[config.mk]
export PLATFORM = sky130hd
export DESIGN_NAME = uart_tx_cfg
export DESIGN_NICKNAME = d
export VERILOG_FILES = /design/src/rtl/uart_tx_cfg.sv
export SDC_FILE = /design/constraint.sdc
export NUM_CORES = 1
export LEC_CHECK = 0
export BUFFER_PORTS_ARGS = -buffer_cell sky130_fd_sc_hd__buf_2
export CAP_MARGIN = 10
export CORE_MARGIN = 3
export CORE_UTILIZATION = 60
export CTS_BUF_LIST = sky130_fd_sc_hd__clkbuf_8
export CTS_CLUSTER_SIZE = 8
export DETAILED_ROUTE_END_ITERATION = 10
export MAX_ROUTING_LAYER = met4
export PLACE_DENSITY = 0.87
export REMOVE_ABC_BUFFERS = 1
export SLEW_MARGIN = 20
export SYNTH_ARGS = -nofsm -noshare
export SYNTH_HDL_FRONTEND = slang
export SYNTH_SLANG_ARGS = --single-unit
[constraint.sdc]
create_clock -name clk -period 2.35 [get_ports clk]
set_input_delay 0.235 -clock clk [delete_from_list [all_inputs] [get_ports clk]]
set_output_delay 0.235 -clock clk [all_outputs]
set_load 0.01 [all_outputs]
[src/rtl/uart_tx_cfg.sv]
// Configurable UART transmitter: AXI-Stream word in, framed serial out with selectable
// width, bit order, parity and stop-bit count; run-time baud divider, zero-gap back-to-back frames.
module uart_tx_cfg #(
    parameter int unsigned DATA_WIDTH = 8,
    parameter int unsigned BIG_ENDIAN = 0,
    parameter int unsigned PARITY_EN  = 0,
    parameter int unsigned PARITY_ODD = 0,
    parameter int unsigned STOP_BITS  = 1
) (
    input  logic                  clk,
    input  logic                  rst,
    input  logic [DATA_WIDTH-1:0] s_axis_tdata,
    input  logic                  s_axis_tvalid,
    output logic                  s_axis_tready,
    output logic                  txd,
    output logic                  busy,
    output logic                  frame_done,
    input  logic [15:0]           prescale
);

    typedef enum logic [2:0] {
        S_IDLE,
        S_START,
        S_DATA,
        S_PARITY,
        S_STOP
    } state_t;

    localparam logic [3:0] LAST_BIT  = 4'(DATA_WIDTH - 1);
    localparam logic       LAST_STOP = 1'(STOP_BITS - 1);

    state_t                state_q, state_d;
    logic [18:0]           cnt_q, cnt_d;
    logic [18:0]           bp_q, bp_d;
    logic [DATA_WIDTH-1:0] shreg_q, shreg_d;
    logic                  parity_q, parity_d;
    logic [3:0]            bit_idx_q, bit_idx_d;
    logic                  stop_idx_q, stop_idx_d;
    logic                  txd_q, txd_d;
    logic                  busy_q, busy_d;
    logic                  tready_q, tready_d;
    logic                  done_q, done_d;

    logic        accept;
    logic        cnt_zero;
    logic        last_stop;
    logic [18:0] bp_new;

    always_comb begin
        accept    = s_axis_tvalid && tready_q;
        cnt_zero  = (cnt_q == '0);
        last_stop = (state_q == S_STOP) && (stop_idx_q == LAST_STOP);
        bp_new    = (prescale == '0) ? 19'd8 : {prescale, 3'b000};

        state_d    = state_q;
        cnt_d      = cnt_zero ? '0 : cnt_q - 19'd1;
        bp_d       = bp_q;
        shreg_d    = shreg_q;
        parity_d   = parity_q;
        bit_idx_d  = bit_idx_q;
        stop_idx_d = stop_idx_q;
        txd_d      = txd_q;
        tready_d   = 1'b0;
        done_d     = 1'b0;

        case (state_q)
            S_IDLE: begin
                txd_d    = 1'b1;
                tready_d = 1'b1;
            end
            S_START: begin
                if (cnt_zero) begin
                    state_d   = S_DATA;
                    bit_idx_d = '0;
                    cnt_d     = bp_q - 19'd1;
                    txd_d     = (BIG_ENDIAN != 0) ? shreg_q[DATA_WIDTH-1] : shreg_q[0];
                    shreg_d   = (BIG_ENDIAN != 0) ? shreg_q << 1 : shreg_q >> 1;
                end
            end
            S_DATA: begin
                if (cnt_zero) begin
                    cnt_d = bp_q - 19'd1;
                    if (bit_idx_q == LAST_BIT) begin
                        if (PARITY_EN != 0) begin
                            state_d = S_PARITY;
                            txd_d   = parity_q;
                        end else begin
                            state_d    = S_STOP;
                            stop_idx_d = 1'b0;
                            txd_d      = 1'b1;
                        end
                    end else begin
                        bit_idx_d = bit_idx_q + 4'd1;
                        txd_d     = (BIG_ENDIAN != 0) ? shreg_q[DATA_WIDTH-1] : shreg_q[0];
                        shreg_d   = (BIG_ENDIAN != 0) ? shreg_q << 1 : shreg_q >> 1;
                    end
                end
            end
            S_PARITY: begin
                if (cnt_zero) begin
                    state_d    = S_STOP;
                    stop_idx_d = 1'b0;
                    cnt_d      = bp_q - 19'd1;
                    txd_d      = 1'b1;
                end
            end
            S_STOP: begin
                // tready/frame_done are registered, so raise them one cycle ahead of the final stop cycle
                if (last_stop && cnt_q == 19'd1) begin
                    tready_d = 1'b1;
                    done_d   = 1'b1;
                end
                if (cnt_zero) begin
                    if (!last_stop) begin
                        stop_idx_d = stop_idx_q + 1'b1;
                        cnt_d      = bp_q - 19'd1;
                    end else begin
                        state_d  = S_IDLE;
                        tready_d = 1'b1;
                        txd_d    = 1'b1;
                    end
                end
            end
            default: begin
                state_d = S_IDLE;
                txd_d   = 1'b1;
            end
        endcase

        if (accept) begin
            state_d  = S_START;
            txd_d    = 1'b0;
            tready_d = 1'b0;
            bp_d     = bp_new;
            cnt_d    = bp_new - 19'd1;
            shreg_d  = s_axis_tdata;
            parity_d = (PARITY_ODD != 0) ? ~^s_axis_tdata : ^s_axis_tdata;
        end

        busy_d = (state_d != S_IDLE);
    end

    always_ff @(posedge clk or posedge rst) begin
        if (rst) begin
            state_q    <= S_IDLE;
            cnt_q      <= '0;
            bp_q       <= '0;
            shreg_q    <= '0;
            parity_q   <= 1'b0;
            bit_idx_q  <= '0;
            stop_idx_q <= 1'b0;
            txd_q      <= 1'b1;
            busy_q     <= 1'b0;
            tready_q   <= 1'b0;
            done_q     <= 1'b0;
        end else begin
            state_q    <= state_d;
            cnt_q      <= cnt_d;
            bp_q       <= bp_d;
            shreg_q    <= shreg_d;
            parity_q   <= parity_d;
            bit_idx_q  <= bit_idx_d;
            stop_idx_q <= stop_idx_d;
            txd_q      <= txd_d;
            busy_q     <= busy_d;
            tready_q   <= tready_d;
            done_q     <= done_d;
        end
    end

    assign s_axis_tready = tready_q;
    assign txd           = txd_q;
    assign busy          = busy_q;
    assign frame_done    = done_q;

endmodule
==> results of run 1 <==
cells by family (layout without fill, tap and decap cells):
kind of cell | after synthesis | in the layout | share of synthesized area
xor+xnor | 33 | 33 | 0.08223
buf+inv | 27 | 77 | 0.03275
simple gates | 189 | 189 | 0.2791
flops | 55 | 55 | 0.3920
mux | 5 | 5 | 0.01495
fa+ha+maj | 6 | 6 | 0.02136
compound gates | 87 | 87 | 0.1776
cells in the mapped netlist (5+ instances only):
library cell               instances
sky130_fd_sc_hd__xor2_1           17
sky130_fd_sc_hd__nor2_1           40
sky130_fd_sc_hd__ha_1              6
sky130_fd_sc_hd__a31oi_1           6
sky130_fd_sc_hd__a21o_1            5
sky130_fd_sc_hd__clkbuf_1         12
sky130_fd_sc_hd__o211ai_2          8
sky130_fd_sc_hd__a21oi_1          14
sky130_fd_sc_hd__or3_1             8
sky130_fd_sc_hd__or4_1             7
sky130_fd_sc_hd__dfrtp_1          54
sky130_fd_sc_hd__xnor2_1          16
sky130_fd_sc_hd__nor4_1           12
sky130_fd_sc_hd__o21ai_0          20
sky130_fd_sc_hd__and3_1            6
sky130_fd_sc_hd__inv_1             9
sky130_fd_sc_hd__o22a_1            7
sky130_fd_sc_hd__nand2_1          69
sky130_fd_sc_hd__nor3_1           11
sky130_fd_sc_hd__o21ai_1           5
worst max-delay path: stages, from the launching register on:
cell	delay [ps]
sky130_fd_sc_hd__dfrtp_1	450
sky130_fd_sc_hd__or4_4	600
sky130_fd_sc_hd__nor4_4	270
sky130_fd_sc_hd__a21oi_1	180
sky130_fd_sc_hd__a22oi_2	400
sky130_fd_sc_hd__o22a_1	200
area by class of cell:
class / instances / area (um^2) / area share
Tap cell: 72 / 90.09 / 0.02245
Sequential cell: 55 / 1378 / 0.3433
Clock buffer: 5 / 68.82 / 0.01715
Timing Repair Buffer: 60 / 390.4 / 0.09729
Multi-Input combinational cell: 320 / 2028 / 0.5055
Clock inverter: 3 / 23.77 / 0.005925
Inverter: 9 / 33.78 / 0.008419
routing by layer:
metal,vias to the layer above,track usage
met4,0,0.08987
met3,23,0.04664
met5,-,-
met1,1534,0.3636
met2,138,0.4599
li1,1534,-
how the worst max path moves through the flow:
stage                 end  slack [ps]  cells past startpoint
2_1_floorplan    cnt_q[9]         100                      9
3_3_place_gp     cnt_q[9]          60                     10
3_5_place_dp     cnt_q[9]         -50                     10
4_1_cts         cnt_q[14]          60                      5
5_1_grt          cnt_q[6]           8                      6
6_report       shreg_q[6]         190                      5
repair_timing:
action	4_1_cts	5_1_grt
gates resized for setup	0	2
hold buffers	1	0
buffers inserted	0	0
endpoints found under the setup margin	0	21
hold endpoints to repair	54	0
sequential cells by signal (all words and copies together), names as in the netlist:
register,flops
bit_idx_q,4
cnt_q,19
bp_q,16
s_axis_tready,1
shreg_q,8
txd,1
busy,1
frame_done,1
stop_idx_q,1
state_q,3
where the power goes:
group	internal [mW]	leakage, nW	switching (mW)
Combinational	0.609	1.04	0.614
Sequential	1.26	0.668	0.370
Clock	0.214	0.0408	0.331
==> flow_summary_export.csv, run 1 <==
group,metric,value,unit
clock_tree,tritoncts_num_sinks,55,
global_route,grt_pass1_wl,14260,um
global_route,grt_start_max_net_pins,56,
worst_hold_path,hold_path.class,"primary input to register",
die,rows,27,
placed_design,dp.final_hpwl,6399,um
synthesis,postSynth.topFlopCell,"sky130_fd_sc_hd__dfrtp_1",
sta,slew_viol_final,0,
worst_setup_path,setup.worst_path.end_class,"register",
pwr,pwr_density_cell,845.8,nW/um^2
synthesis,ys_seq_area_frac,0.3920,
worst_setup_path,r2r_end,"shreg_q[6]",
sta,setup_violations_final,0,
worst_setup_path,largest_fanout_of_any_net_on_the_critical_path,7,
clock_tree,clock_tree.root_cell,"sky130_fd_sc_hd__clkbuf_8",
worst_setup_path,criticalPathCategory,"register to register",
placed_design,routabilityCongestion,0.9104,
route,detail_route.wirelength.met1,3624,um
route,wl_met3,610,um
layout,final_cells,524,
layout,final_cell_area,4013,um^2
worst_setup_path,crit_required,2620,ps
clock_tree,clkTransAtPathRegs,110,ps
global_route,overflow,0,
pwr,worst_ir_drop_vdd,0.0005304,V
global_route,grt_pass1_vias,2971,
layout,drive_gt1_frac,0.2035,
worst_hold_path,whs_endpoint,"shreg_q[7]",
route,wl_per_cell,16.53,um
sta,layout_worst_path_cycle_share,0.9176,
layout,layout.nets,484,
sta,finalCriticalPeriod,2156,ps
die,chipWidth,82.54,um
route,met2RoutedLength,4244,um
route,vias_per_cell,6.162,
route,top_layer_used,"met4",
synthesis,post_synth_main_area_contributors,"sky130_fd_sc_hd__dfrtp_1 (38%), sky130_fd_sc_hd__nand2_1 (7.4%), sky130_fd_sc_hd__nor2_1 (4.3%), sky130_fd_sc_hd__xor2_1 (4.2%), sky130_fd_sc_hd__xnor2_1 (4.0%)",
clock_tree,clkLatencyLatePin,320,ps
synthesis,proportion_of_synthesized_flip_flops_having_asynchronous_set_or_reset,1.000,
worst_setup_path,data_arrival_time_of_the_worst_path,2420,ps
placed_design,preCtsSetupSlack,-45.48,ps
worst_setup_path,rrSetupSlack,190,ps
worst_setup_path,r2r_start,"cnt_q[5]",
synthesis,yosysTopAreaCellShare,0.3845,
route,drt_iter0_markers,287,
sta,grt_setup_unrepaired,"no",
global_route,antenna_found_initial,0,
synthesis,syn-mean-instance-area,8.743,um^2
sta,maxSlewHeadroom,0.5743,
run,maxCapViolations,0,
layout,antenna_diode_instance_count,0,
worst_hold_path,hold_path.startpoint,"s_axis_tdata[7]",
pwr,cellLeakagePower,1.745,nW
clock_tree,htreeDepth,2,
route,drt.antenna.violating_nets,0,
sta,achievable-frequency,0.4637,GHz
global_route,grt.total_usage,0.2832,
clock_tree,clk_path_buf_depth,2,
synthesis,synth.yosys.warnings,0,
route,remaining_drc_errors,0,
status,status,"finished, final reports clean",
worst_setup_path,cp-startpoint,"cnt_q[5]",
synthesis,synth_cells,402,
layout,area.growth.synth_to_final,14.17,%
synthesis,synth_area,3515,um^2
layout,most-common-layout-cells,"sky130_fd_sc_hd__nand2_1 (69), sky130_fd_sc_hd__dfrtp_1 (54), sky130_fd_sc_hd__nor2_1 (40), sky130_fd_sc_hd__buf_2 (30), sky130_fd_sc_hd__buf_4 (28)",
layout,num-fill-cells,411,
clock_tree,tritoncts.num_buffers,5,
die,floorplan.die.height,82.54,um
die,io_pins,31,
sta,totalNegativeSetupSlack,0,ps
die,initial_core_util,0.6305,
synthesis,synth_largest_area_cell,"sky130_fd_sc_hd__dfrtp_1",
die,design.die.area,6812,um^2
worst_setup_path,worstSetupStartpointType,"register",
sta,tightest_slew,632.6,ps
sta,timing.final.ws_setup,193.6,ps
synthesis,yosysUniqueCellTypes,59,
synthesis,postSynthRegisterBits,55,
pwr,design_power,3.394,mW
route,routed-via-count,3229,
route,dr.pass1.iters,5,
clock_tree,tritoncts,"yes",
placed_design,numPlacedInstances,515,
placed_design,postPlaceCellArea,3904,um^2
synthesis,synth_edf_count,0,
layout,final_util,0.7199,
sta,report.final.hold_viol_count,0,
die,core_region_area,5574,um^2
layout,leading_cell_type_in_the_layout_fill_and_taps_excluded,"sky130_fd_sc_hd__nand2_1",
worst_hold_path,min_path_cells,3,
worst_setup_path,worstRegToRegCells,5,
sta,hold_slack,108.2,ps
placed_design,port_buffers,30,
route,finalWirelength,8660,um
sta,worst_clock_skew,8.278,ps
Power figures use the tool's default switching activity.
==> run 2: changes to the inputs <==
- PLACE_DENSITY: 0.87 -> 0.8
==> run 2 against run 1 <==
Net effect: cell area fell by 0.31%; largest power group unchanged; highest routed layer unchanged; die area is the same; clock skew increased by 1.9 ps; clock power hardly changed; sequential share of layout area up 0.11 points; global-route usage decreased by 0.12 points.
==> flow_summary_export.csv, run 2 (synthesized netlist as in run 1, its figures left out) <==
group,metric,value,unit
layout,num-fill-cells,445,
placed_design,postPlaceCellArea,3889,um^2
layout,largest_register_ffs,19,
sta,worst_clock_skew,10.18,ps
sta,timing.final.ws_setup,113.3,ps
die,rows,27,
layout,final_cell_area,4000,um^2
worst_setup_path,critical-path-max-stage-delay,600,ps
layout,most-common-layout-cells,"sky130_fd_sc_hd__nand2_1 (69), sky130_fd_sc_hd__dfrtp_1 (54), sky130_fd_sc_hd__nor2_1 (40), sky130_fd_sc_hd__buf_2 (30), sky130_fd_sc_hd__buf_4 (26)",
route,routed-via-count,3188,
layout,antenna_diode_instance_count,0,
clock_tree,clkLatencyLatePin,320,ps
route,wl_per_cell,16.37,um
route,remaining_drc_errors,0,
worst_setup_path,cp_slowest_cell,"sky130_fd_sc_hd__or4_4",
global_route,grt_pass1_wl,14280,um
sta,hold_slack,110.2,ps
worst_setup_path,r2r_start,"cnt_q[5]",
status,status,"finished, final reports clean",
clock_tree,clock_tree.root_cell,"sky130_fd_sc_hd__clkbuf_8",
worst_setup_path,data_arrival_time_of_the_worst_path,2440,ps
layout,leading_cell_type_in_the_layout_fill_and_taps_excluded,"sky130_fd_sc_hd__nand2_1",
layout,final_util,0.7176,
placed_design,routabilityCongestion,0.8856,
clock_tree,clkTransAtPathRegs,110,ps
global_route,overflow,0,
layout,drive_gt1_frac,0.2000,
layout,registers.top_by_ff_count,"cnt_q",
die,core_region_area,5574,um^2
route,dr.pass1.iters,5,
layout,layout_top_registers,"cnt_q (19), bp_q (16), shreg_q (8)",
pwr,design_power,3.362,mW
worst_setup_path,worst_path_dominant_cell_family,"simple AND/OR/NAND/NOR gates",
worst_setup_path,rrSetupSlack,110,ps
die,initial_core_util,0.6305,
sta,totalNegativeSetupSlack,0,ps
sta,setup_violations_final,0,
placed_design,preCtsSetupSlack,-51.09,ps
clock_tree,number_of_buffers_added_for_setup_after_cts,0,
worst_setup_path,criticalPathCategory,"register to register",
global_route,grt.total_usage,0.2820,
die,design.die.area,6812,um^2
sta,layout_worst_path_cycle_share,0.9518,
route,finalWirelength,8544,um
placed_design,numPlacedInstances,513,
clock_tree,tritoncts_num_sinks,55,
global_route,grt_start_max_net_pins,29,
worst_setup_path,crit_required,2560,ps
sta,maxSlewHeadroom,0.5956,
die,chipWidth,82.54,um
global_route,antenna_found_initial,0,
placed_design,dp.final_hpwl,6345,um
pwr,worst_ir_drop_vdd,0.0005700,V
sta,achievable-frequency,0.4471,GHz
worst_setup_path,ordered_list_of_cells_on_the_worst_path,"or4_4 -> nor4_4 -> a311o_1 -> o41ai_2 -> or3b_1",
route,drt.antenna.violating_nets,0,
clock_tree,clk_path_buf_depth,2,
sta,slew_viol_final,0,
layout,layout.nets,482,
placed_design,port_buffers,30,
clock_tree,htreeDepth,2,
clock_tree,tritoncts,"yes",
layout,final_cells,522,
worst_hold_path,hold_path.startpoint,"s_axis_tdata[7]",
sta,tightest_slew,605.8,ps
sta,grt_setup_unrepaired,"no",
run,maxCapViolations,0,
route,vias_per_cell,6.107,
route,drt_iter0_markers,201,
layout,area.growth.synth_to_final,13.81,%
die,io_pins,31,
worst_setup_path,setup.worst_path.end_class,"register",
worst_setup_path,critical_path_buffers_and_inverters,0,
worst_hold_path,hold_path.class,"primary input to register",
worst_setup_path,largest_fanout_of_any_net_on_the_critical_path,5,
worst_setup_path,cp-startpoint,"cnt_q[5]",
sta,finalCriticalPeriod,2237,ps
pwr,pwr_density_cell,840.4,nW/um^2
clock_tree,tritoncts.num_buffers,5,
sta,report.final.hold_viol_count,0,
global_route,grt_pass1_vias,2992,
die,floorplan.die.height,82.54,um
worst_setup_path,worstSetupStartpointType,"register",
pwr,cellLeakagePower,1.746,nW
-- run 2: power breakdown --
group          internal (mW)  total, mW  switching, mW  leakage (nW)
logic                  0.598       1.19          0.592          1.03
clock network          0.211      0.543          0.332        0.0495
registers               1.26       1.63          0.371         0.668
-- run 2: final cells by class --
class | count | area (um^2) | area share
repair buffers | 58 | 375.4 | 0.09384
clock buffers | 5 | 68.82 | 0.01720
clock inverters | 3 | 21.27 | 0.005317
multi-input cells | 320 | 2033 | 0.5083
flip-flops and latches | 55 | 1378 | 0.3444
inverters | 9 | 33.78 | 0.008445
well taps | 72 | 90.09 | 0.02252
-- run 2: what timing repair did --
action / CTS / global route
hold buffers: 1 / 0
setup endpoints to repair: 0 / 13
resized for setup: 0 / 3
endpoints found under the hold margin: 23 / 0
-- run 2: final timing paths --
path / end / cells after the start
setup / recovery: busy / 5
hold / removal: shreg_q[7] / 3
setup reg to reg: busy / 5
hold reg to reg: bit_idx_q[3] / 1
max in group asynchronous: cnt_q[9] / 4
min in group asynchronous: shreg_q[5] / 3
-- run 2: routing by layer --
metal	track usage	up-vias	share of wire
met5	-	-	0
met4	0.08333	0	0.014
met3	0.04664	9	0.051
met2	0.4495	91	0.48
met1	0.3712	1554	0.45
li1	-	1534	-
-- run 2: worst reg2reg max path: cells and delay by family (launching register included) --
kind	cells	cell delay (ps)
DFF	1	450
and+or+nand+nor	3	1340
AOI/OAI and AO/OA	2	340
